--- config.mk ---
export PLATFORM = sky130hd
export DESIGN_NAME = uart_receiver
export DESIGN_NICKNAME = d
export VERILOG_FILES = /design/src/rtl/uart_receiver.sv
export SDC_FILE = /design/constraint.sdc
export NUM_CORES = 1
export LEC_CHECK = 0
export BUFFER_PORTS_ARGS = -buffer_cell sky130_fd_sc_hd__buf_2
export CAP_MARGIN = 10
export CELL_PAD_IN_SITES_DETAIL_PLACEMENT = 0
export CELL_PAD_IN_SITES_GLOBAL_PLACEMENT = 2
export CORE_MARGIN = 3
export CORE_UTILIZATION = 25
export DETAILED_ROUTE_END_ITERATION = 16
export HOLD_SLACK_MARGIN = 0.05
export PLACE_DENSITY = 0.63
export SKIP_LAST_GASP = 1
export SLEW_MARGIN = 40
export SYNTH_ARGS = -nofsm -noshare
export SYNTH_HDL_FRONTEND = slang
export SYNTH_SLANG_ARGS = --single-unit
export TNS_END_PERCENT = 100
--- constraint.sdc ---
create_clock -name clk -period 2.1 [get_ports clk]
set_input_delay 0.42 -clock clk [delete_from_list [all_inputs] [get_ports clk]]
set_output_delay 0.42 -clock clk [all_outputs]
set_load 0.02 [all_outputs]
--- src/rtl/uart_receiver.sv ---
`default_nettype none
// ============================================================================
// Module   : uart_receiver
// Purpose  : 16x oversampling UART receiver. Frame = start(0), 8 data bits
//            LSB first, even parity, stop(1). Delivers the byte with a
//            one-cycle valid strobe and level parity / framing error flags.
// Options  : `UART_RX_MAJORITY_EN -- when defined, each bit is the 2-of-3
//            majority of the samples around the bit midpoint; otherwise a
//            single midpoint sample is used.
// Revision : 1.0  initial release
// ============================================================================
module uart_receiver #(
    parameter int unsigned CLK_HZ     = 100000000,
    parameter int unsigned OVERSAMPLE = 16
) (
    input  logic       clk,
    input  logic       reset,
    input  logic [2:0] baud_select,
    input  logic       Rx_EN,
    input  logic       Rx_D,
    output logic [7:0] Rx_DATA,
    output logic       Rx_VALID,
    output logic       Rx_PERROR,
    output logic       Rx_FERROR
);

    // Clocks per sample tick, rounded to nearest.
    function automatic logic [14:0] f_div(input int unsigned baud);
        int unsigned v;
        v = (CLK_HZ + (baud * OVERSAMPLE) / 2) / (baud * OVERSAMPLE);
        return v[14:0];
    endfunction

    localparam logic [14:0] c_DIV_300    = f_div(300);
    localparam logic [14:0] c_DIV_1200   = f_div(1200);
    localparam logic [14:0] c_DIV_4800   = f_div(4800);
    localparam logic [14:0] c_DIV_9600   = f_div(9600);
    localparam logic [14:0] c_DIV_19200  = f_div(19200);
    localparam logic [14:0] c_DIV_38400  = f_div(38400);
    localparam logic [14:0] c_DIV_57600  = f_div(57600);
    localparam logic [14:0] c_DIV_115200 = f_div(115200);

    // Sample tick inside a bit that sits at the bit midpoint.
    localparam logic [3:0]  c_MID = 4'(OVERSAMPLE / 2);

    typedef enum logic [2:0] {
        S_IDLE   = 3'd0,
        S_START  = 3'd1,
        S_DATA   = 3'd2,
        S_PARITY = 3'd3,
        S_STOP   = 3'd4,
        S_DONE   = 3'd5
    } state_t;

    state_t      r_state;
    logic        r_sync1;
    logic        r_sync2;
    logic        r_prev;
    logic [14:0] r_div;
    logic [14:0] r_div_max;
    logic [7:0]  r_tcnt;
    logic [2:0]  r_bitcnt;
    logic [7:0]  r_shift;
    logic        r_perr;
    logic        r_s8;

    logic [14:0] w_div_sel;
    logic        w_fall;
    logic        w_tick;
    logic [7:0]  w_tnext;
    logic        w_mid;
    logic        w_eval;
    logic        w_bit;
    logic        w_stop;

    // Baud table: terminal count of the divider for the selected rate.
    always_comb begin
        w_div_sel = c_DIV_115200 - 15'd1;
        case (baud_select)
            3'd0:    w_div_sel = c_DIV_300    - 15'd1;
            3'd1:    w_div_sel = c_DIV_1200   - 15'd1;
            3'd2:    w_div_sel = c_DIV_4800   - 15'd1;
            3'd3:    w_div_sel = c_DIV_9600   - 15'd1;
            3'd4:    w_div_sel = c_DIV_19200  - 15'd1;
            3'd5:    w_div_sel = c_DIV_38400  - 15'd1;
            3'd6:    w_div_sel = c_DIV_57600  - 15'd1;
            default: w_div_sel = c_DIV_115200 - 15'd1;
        endcase
    end

    assign w_fall  = r_prev & ~r_sync2;
    assign w_tick  = (r_div == r_div_max) && (r_state != S_IDLE);
    assign w_tnext = r_tcnt + 8'd1;
    assign w_mid   = w_tick && (w_tnext[3:0] == c_MID);

`ifdef UART_RX_MAJORITY_EN
    logic r_s7;

    // Start/data/parity resolve one tick after the midpoint with a 2-of-3
    // vote. The stop bit must resolve on the fixed output cycle, so its third
    // vote is the line value on the clock following the midpoint tick.
    assign w_eval = w_tick && (w_tnext[3:0] == c_MID + 4'd1);
    assign w_bit  = (r_s7 & r_s8) | (r_s7 & r_sync2) | (r_s8 & r_sync2);
    assign w_stop = (r_s7 & r_s8) | (r_s7 & r_sync2) | (r_s8 & r_sync2);

    // Capture the sample one tick before the midpoint for the vote.
    always_ff @(posedge clk) begin
        if (reset) begin
            r_s7 <= 1'b1;
        end else if (w_tick && (w_tnext[3:0] == c_MID - 4'd1)) begin
            r_s7 <= r_sync2;
        end
    end
`else
    assign w_eval = w_mid;
    assign w_bit  = r_sync2;
    assign w_stop = r_s8;
`endif

    // Synchronizer, baud divider, frame FSM and registered outputs.
    always_ff @(posedge clk) begin
        if (reset) begin
            r_sync1   <= 1'b1;
            r_sync2   <= 1'b1;
            r_prev    <= 1'b1;
            r_state   <= S_IDLE;
            r_div     <= '0;
            r_div_max <= '0;
            r_tcnt    <= '0;
            r_bitcnt  <= '0;
            r_shift   <= '0;
            r_perr    <= 1'b0;
            r_s8      <= 1'b1;
            Rx_DATA   <= 8'h00;
            Rx_VALID  <= 1'b0;
            Rx_PERROR <= 1'b0;
            Rx_FERROR <= 1'b0;
        end else begin
            r_sync1  <= Rx_D;
            r_sync2  <= r_sync1;
            r_prev   <= r_sync2;
            Rx_VALID <= 1'b0;

            if (!Rx_EN) begin
                // Silent abort: outputs keep their last values.
                r_state <= S_IDLE;
            end else begin
                if (r_state != S_IDLE) begin
                    if (w_tick) begin
                        r_div  <= '0;
                        r_tcnt <= w_tnext;
                    end else begin
                        r_div  <= r_div + 15'd1;
                    end
                    if (w_mid) begin
                        r_s8 <= r_sync2;
                    end
                end

                case (r_state)
                    S_IDLE: begin
                        if (w_fall) begin
                            r_div     <= '0;
                            r_tcnt    <= '0;
                            r_bitcnt  <= '0;
                            r_div_max <= w_div_sel;
                            Rx_PERROR <= 1'b0;
                            Rx_FERROR <= 1'b0;
                            r_state   <= S_START;
                        end
                    end
                    S_START: begin
                        if (w_eval) begin
                            r_state <= w_bit ? S_IDLE : S_DATA;
                        end
                    end
                    S_DATA: begin
                        if (w_eval) begin
                            r_shift  <= {w_bit, r_shift[7:1]};
                            r_bitcnt <= r_bitcnt + 3'd1;
                            if (r_bitcnt == 3'd7) begin
                                r_state <= S_PARITY;
                            end
                        end
                    end
                    S_PARITY: begin
                        if (w_eval) begin
                            r_perr  <= (^r_shift) ^ w_bit;
                            r_state <= S_STOP;
                        end
                    end
                    S_STOP: begin
                        if (w_mid) begin
                            r_state <= S_DONE;
                        end
                    end
                    S_DONE: begin
                        Rx_DATA   <= r_shift;
                        Rx_PERROR <= r_perr;
                        Rx_FERROR <= ~w_stop;
                        Rx_VALID  <= ~r_perr & w_stop;
                        r_state   <= S_IDLE;
                    end
                    default: begin
                        r_state <= S_IDLE;
                    end
                endcase
            end
        end
    end

endmodule
`default_nettype wire

==> run summary, run 1 <==
- 22.0% — area growth from synthesis to layout
- 12000 um — global-route wire length before repair
- 2341 — via count of the first global-routing pass
- built — CTS tree
- 0 — share of synthesized registers carrying an async set or reset
- register to register — crit path kind
- 2 — number of buffers on the longest clock path
- 0.0130 mm2 — Die Outline Area
- 0 — Setup-failing EPs final
- 0.00356 mm2 — post-route cell area
- 0 — count of warnings emitted by yosys
- 4 — DRT Pass-1 Iters
- register — Worst setup EP type
- dfxtp_1 — Primary FF master, synth
- 0.391 — portion of total power attributed to sequential cells
- 0.00292 mm2 — Mapped Area
- 0 — number of endpoints with negative hold slack in the final report
- clkbuf_16 — clock tree root driver cell
- 62 — clock sinks
- r_bitcnt[1] — endpoint of the worst register-to-register path
- 0.699 — Slew Limit Headroom
- complete, no violations — result of the run
- 0.393 mV — Worst IR Drop VDD
- 0.449 ns — slew at the pin with the worst max-slew slack
- 114 um — Die X-Extent
- 18 — IO Count
- 0 — number of diodes
- 38 — number of rows created at floorplan
- r_div[1] — launch point of the critical path
- 11 — critical path peak fanout
- 17 — PortBufs
- 13.4 um — routed wirelength normalized by instance count
- 354 — net count after synthesis
- 44 — Unique masters post-synth
- input port to register — type of the worst min-delay path
- 0.000626 W — switching power
- 0.00242 W — internal power
- 1.94 ns — Tmin final
- 0 — number of synthesized flops with an enable pin
- 0.263 — initial core utilization
- 0.151 — layout cell share with drive strength beyond 1
- 114 um — floorplan die height
- 8.55 um2 — Post-Syn Area per Cell
- 9 — clock buffers created by TritonCTS
- 4.59 — via/cell ratio
- 0 — number of antenna violations at the first check in global routing
- 0 ns — setup TNS
- 0.205 — fraction of power spent switching nets
- 0.33 ns — clock latency on the worst-skew pair
- 0.00320 mm2 — total placed instance area
- 2.16 ns — data arrival time of the worst path
- 0.425 — portion of the post-synthesis area used by sequential elements
- 342 — synthesized instance count
- 2342 — DR vias
- 856 mW/mm2 — power density relative to cell area
- 0.738 — placer's final routability congestion estimate
- 0 — drc violations
- dfxtp_1 — cell with the largest stage delay on the worst path
- 0.16 ns — setup slack of the most critical reg-to-reg path
- 45 — number of violations reported at the end of detailed-routing iteration 0
- register — category of the worst setup path launch point
- 0.00124 mm2 — combined flip-flop and latch cell area
- 1219 — FILL cells
- 0.45 ns — largest incremental delay on the critical path
- 0 — Overflow after GRT
- 0.06 ns — Reg clk slew, reported paths
- 0.00159 mm2 — area of the multi-input gates
- 1.38 nW — leakage power total
- dfxtp_1 — most common library cell in the layout ignoring fill and taps
- 2.32 ns — data required time of the worst path
- 41 — largest net degree at the start of global routing
- 377 — # nets final
- 0.118 — total track usage
- dfxtp_1, nor2_1, nand2_1 — commonest cells after routing, fill and taps aside
- 3 — H-tree depth reported by CTS
- r_bitcnt[1] — end point of the critical path
- 0.569 — clock network fraction of design power
- 0.923 — share of the clock period used by the worst path
- 0 — final count of pins violating max slew
- xnor2_1 -> nand3_1 -> nor4_2 -> buf_4 -> and2_1 -> o22ai_1 -> a22o_1 — Cell Chain, Critical Path
- 0 — number of max-cap violations
- 0.040 — Comb pwr share
- 0.00620 ns — worst setup skew after layout
- 516 MHz — upper clock frequency limit
- false — unrepaired setup endpoints after global routing
- 6840 um — drt total wl
- 7 — R2R depth
- r_div[1] — worst flop-to-flop path startpoint
- 0.0111 mm2 — Core ar.
- 0 — ANT nets after route
- 62 — register bit total from synthesis
- 4780 um — dpl hpwl
worst max-delay path, delay by kind of cell, from the launching register on:
family	cells	cell delay, ns
flip-flops	1	0.45
XOR/XNOR	1	0.15
buffers and inverters	1	0.23
AND/OR/NAND/NOR	3	0.61
AO/OA/AOI/OAI	2	0.39
cell families after synthesis:
group | count (synthesis) | share of synthesized area
fa+ha+maj | 5 | 0.0214
simple gates | 155 | 0.266
compound gates | 49 | 0.0985
buf+inv | 22 | 0.0377
xor+xnor | 38 | 0.114
mux | 11 | 0.0377
flops | 62 | 0.425
worst min-delay path by stage:
stage,startpoint,to,slack [ns],cells after the start
floorplan,r_sync1,r_sync2,0.39,1
global placement,r_sync1,r_sync2,0.40,1
detailed placement,r_sync1,r_sync2,0.40,1
CTS,Rx_D,r_sync1,0.26,2
global route,Rx_D,r_sync1,0.28,2
finish,Rx_D,r_sync1,0.27,2
cell type report:
cell class | instances | share of cell area
sequential | 62 | 0.349
clock buffer | 11 | 0.0681
clock inverter | 5 | 0.0298
tap | 140 | 0.0491
timing repair buffer | 30 | 0.0548
inverter | 4 | 0.00421
multi-input combinational | 258 | 0.445
through the flow:
stage          setup slack, ns  utilization  std cells  hold WS [ns]  total power (W)
2_1_floorplan            0.220            -        342         0.389          0.00130
3_3_place_gp             0.134        0.287        494         0.396          0.00134
3_5_place_dp             0.123        0.287        494         0.397          0.00134
4_1_cts                  0.122        0.319        510         0.256          0.00310
5_1_grt                0.00292        0.320        510         0.276          0.00317
6_report                 0.161        0.320        510         0.271          0.00305
registers in the layout (all words and copies together), names as in the netlist, 3 cells and up:
signal     flops
Rx_DATA        8
r_div_max     13
r_shift        8
r_div         15
r_bitcnt       3
r_tcnt         4
r_state        3
repair_timing:
action	4_1_cts	5_1_grt
gates resized for setup	0	4
hold buffers	0	0
setup endpoints to repair	0	11
buffers inserted	0	0
cell usage after synthesis, drive strengths merged (6+ instances only):
library cell | number | share of area
a21oi | 27 | 0.046
nand4 | 10 | 0.026
and2 | 6 | 0.014
dfxtp | 62 | 0.42
mux2i | 11 | 0.038
xor2 | 10 | 0.030
o21ai | 7 | 0.012
nand2 | 37 | 0.048
nor3 | 12 | 0.021
nand3 | 9 | 0.015
nor2 | 52 | 0.067
xnor2 | 28 | 0.084
clkbuf | 13 | 0.017
power by group through the flow:
stage | combinational (W) | sequential [W] | clock [W]
final | 0.000121 | 0.00119 | 0.00174
after global routing | 0.000137 | 0.00119 | 0.00184
after CTS | 0.000122 | 0.00119 | 0.00178
after detailed placement | 0.000121 | 0.00122 | 0
after global placement | 0.000122 | 0.00122 | 0
after floorplan | 0.0000864 | 0.00122 | 0
metal layers:
| layer | GRT usage | wire [um] | up-vias |
|---|---|---|---|
| li1 | - | - | 1219 |
| met1 | 0.167 | 3650 | 1093 |
| met5 | 0 | 0 | - |
| met2 | 0.167 | 2920 | 21 |
| met4 | 0.0618 | 136 | 0 |
| met3 | 0.0243 | 133 | 9 |
Power figures use the tool's default switching activity.
==> run 2: changes to the inputs <==
--- a/config.mk
+++ b/config.mk
@@ -5,6 +5,7 @@
 export SDC_FILE = /design/constraint.sdc
 export NUM_CORES = 1
 export LEC_CHECK = 0
+export ABC_AREA = 1
 export BUFFER_PORTS_ARGS = -buffer_cell sky130_fd_sc_hd__buf_2
 export CAP_MARGIN = 10
 export CELL_PAD_IN_SITES_DETAIL_PLACEMENT = 0
@@ -13,7 +14,7 @@
 export CORE_UTILIZATION = 25
 export DETAILED_ROUTE_END_ITERATION = 16
 export HOLD_SLACK_MARGIN = 0.05
-export PLACE_DENSITY = 0.63
+export PLACE_DENSITY = 0.68
 export SKIP_LAST_GASP = 1
 export SLEW_MARGIN = 40
 export SYNTH_ARGS = -nofsm -noshare
==> run 2 against run 1 <==
  * Synthesized cell count increased by 37%
  * Critical path depth increased by 5
  * Synthesized area increased by 8.6%
  * Hold slack improved by 0.0022 ns
  * Sequential share of layout area decreased by 2.4 points
  * Die area increased by 8.1%
  * Via count increased by 22%
==> run summary, run 2 <==
- 0 — number of diodes, unchanged
- 0.273 ns — post-route worst hold slack, +0.00219 ns
- 20.3% — area growth from synthesis to layout
- 1.84 ns — Tmin final, -0.0990 ns
- 0 — cts hold-fix bufs, unchanged
- nand2_1 — cell with the most instances after synthesis
- 4 — DRT Pass-1 Iters, unchanged
- 9 — critical path peak fanout, -2
- dfxtp_1, nand2_1, nor2_1 — cell types occupying the most area after synthesis
- 62 — register bit total from synthesis, unchanged
- 0 — drc violations, unchanged
- nand2_1, nor2_1, dfxtp_1, inv_1, a21oi_1 — most frequent cells after synthesis
- 40 — number of rows created at floorplan, +5.3%
- 0 — ANT nets after route, unchanged
- 18 — IO Count, unchanged
- 0 — share of synthesized registers carrying an async set or reset, unchanged
- 0.33 ns — clock latency on the worst-skew pair, about the same
- dfxtp_1 — Primary FF master, synth
- 0.00981 ns — worst setup skew after layout, +0.00361 ns
- nand2_1, nor2_1, dfxtp_1 — commonest cells after routing, fill and taps aside
- 0.00317 mm2 — Mapped Area, +8.6%
- 0.0141 mm2 — Die Outline Area, +8.1%
- register — Worst setup EP type
- 467 — synthesized instance count, +37%
- nand2_1 — most common library cell in the layout ignoring fill and taps
- 36 — Unique masters post-synth, -18%
- 2867 — DR vias, +22%
- 17 — PortBufs, unchanged
- 2914 — via count of the first global-routing pass, +24%
- 0.132 — layout cell share with drive strength beyond 1, -0.0196
- 119 um — Die X-Extent, +4.0%
- 14200 um — global-route wire length before repair, +18%
- 119 um — floorplan die height, +4.0%
- register to register — crit path kind
- 12 — R2R depth, +5
- 15 — flip-flop count of the largest register, all copies and words added, unchanged
- 0.391 — portion of the post-synthesis area used by sequential elements, -0.0336
- 133 — number of violations reported at the end of detailed-routing iteration 0, +200%
- 0 — number of synthesized flops with an enable pin, unchanged
- register — category of the worst setup path launch point
- 2.11 ns — data arrival time of the worst path, -0.05 ns
- 6.80 um2 — Post-Syn Area per Cell, -20%
- 0.313 — post-layout util, -0.00759
- 0.876 — share of the clock period used by the worst path, -0.0471
- 12.0 um — routed wirelength normalized by instance count, -10%
- 3 — H-tree depth reported by CTS, unchanged
- 4.29 — via/cell ratio, -6.7%
- 0 — number of max-cap violations, unchanged
- 0.685 — Slew Limit Headroom, -0.0137
- 669 — post-layout instance count excluding filler cells, +31%
- 0.391 — fraction of synthesized cell area taken by the top area cell type, -0.0336
- 0.26 ns — setup slack of the most critical reg-to-reg path, +0.10 ns
- r_tcnt[0] — worst flop-to-flop path startpoint
- 479 — net count after synthesis, +35%
- 0 — Overflow after GRT, unchanged
- 9 — clock buffers created by TritonCTS, unchanged
- complete, no violations — result of the run
- Rx_D — hold wc startpoint
- 0 — count of warnings emitted by yosys, unchanged
- 2 — Min-Delay Path Depth, unchanged
- 0 ns — setup TNS, unchanged
- 0 — number of endpoints with negative hold slack in the final report, unchanged
- 0.05 ns — Reg clk slew, reported paths, about the same
- 1372 — FILL cells, +13%
- 508 — # nets final, +35%
- 0.410 mV — Worst IR Drop VDD, +4.3%
- 8060 um — drt total wl, +18%
- 544 MHz — upper clock frequency limit, +5.4%
- 0.471 ns — slew at the pin with the worst max-slew slack, +0.0222 ns
- 2 — number of buffers on the longest clock path, unchanged
- 16 — largest net degree at the start of global routing, -61%
- dfxtp_1 — area leader, netlist
- 0.0122 mm2 — Core ar., +9.8%
- 0.771 — placer's final routability congestion estimate, +4.5%
- 0 — total of cells resized after clock tree synthesis, unchanged
- 1.62 nW — leakage power total, +17%
- 0.126 — total track usage, +0.00857
- r_sync1 — sink of the worst hold path
- r_shift[0] — endpoint of the worst register-to-register path
- 752 mW/mm2 — power density relative to cell area, -12%
- built — CTS tree
- input port to register — type of the worst min-delay path
- r_tcnt[0] — launch point of the critical path
- 0 — number of buffers inserted to repair setup after CTS, unchanged
- 6190 um — dpl hpwl, +29%
- 653 — total instance count after detailed placement, +32%
- 2.37 ns — data required time of the worst path, +0.05 ns
- r_div: 15 flops, r_div_max: 13 flops — Regs by FF count
- 0 — Setup-failing EPs final, unchanged
- clkbuf_16 — clock tree root driver cell
- 0 — number of antenna violations at the first check in global routing, unchanged
- 62 — clock sinks, unchanged
- r_div — most flop-heavy register
- 0 — final count of pins violating max slew, unchanged
- false — unrepaired setup endpoints after global routing
- 0.260 — initial core utilization, -0.00277
-- run 2: worst max-delay path, stage by stage (launching register included) --
cell      delay, ns
dfxtp_1        0.35
ha_1           0.22
inv_1          0.05
nand2_1        0.04
nand2_1        0.07
nand3_1        0.08
nor2_1         0.22
nand4_4        0.19
nor2_4         0.16
nand2_4        0.11
clkinv_4       0.11
nand2_1        0.06
a21oi_2        0.11
-- run 2: final cells by class --
cell class,instances,area [um2],area share
clock inverter,3,42.5,0.0111
tap,168,210,0.0550
sequential,62,1240,0.325
timing repair buffer,27,173,0.0452
multi-input combinational,330,1640,0.429
clock buffer,13,260,0.0681
inverter,66,253,0.0662
-- run 2: how the worst max path moves through the flow --
| stage | to | slack [ns] | depth (start not counted) |
|---|---|---|---|
| 2_1_floorplan | r_shift[0] | 0.49 | 12 |
| 3_3_place_gp | r_shift[1] | 0.23 | 11 |
| 3_5_place_dp | r_shift[0] | 0.22 | 12 |
| 4_1_cts | r_shift[6] | 0.20 | 12 |
| 5_1_grt | r_tcnt[2] | 0.0002 | 10 |
| 6_report | r_shift[0] | 0.26 | 12 |
-- run 2: metal layers --
| metal | wire length [um] | global-route usage |
|---|---|---|
| met3 | 266 | 0.0301 |
| met1 | 3910 | 0.161 |
| met4 | 139 | 0.0587 |
| met2 | 3740 | 0.200 |
| met5 | 0 | 0 |
-- run 2: kinds of logic after synthesis --
kind of cell | share of synthesized area
AOI/OAI and AO/OA | 0.111
xor gates and xnor gates | 0.0469
adders and majority gates | 0.0197
buffers and inverters | 0.0922
DFF | 0.391
and+or+nand+nor | 0.339
-- run 2: power breakdown --
group	internal (W)	leakage, nW	switching [W]	total [W]
Sequential	0.00119	0.500	0.00000803	0.00120
Combinational	0.0000505	0.970	0.000107	0.000157
Clock	0.000982	0.146	0.000537	0.00152
-- run 2: stage by stage --
stage | power (W) | instance area (um2) | setup slack [ns]
floorplan | 0.00132 | 3170 | 0.490
global placement | 0.00138 | 3520 | 0.230
detailed placement | 0.00138 | 3520 | 0.221
CTS | 0.00293 | 3820 | 0.205
global route | 0.00302 | 3820 | 0.000209
finish | 0.00287 | 3820 | 0.260
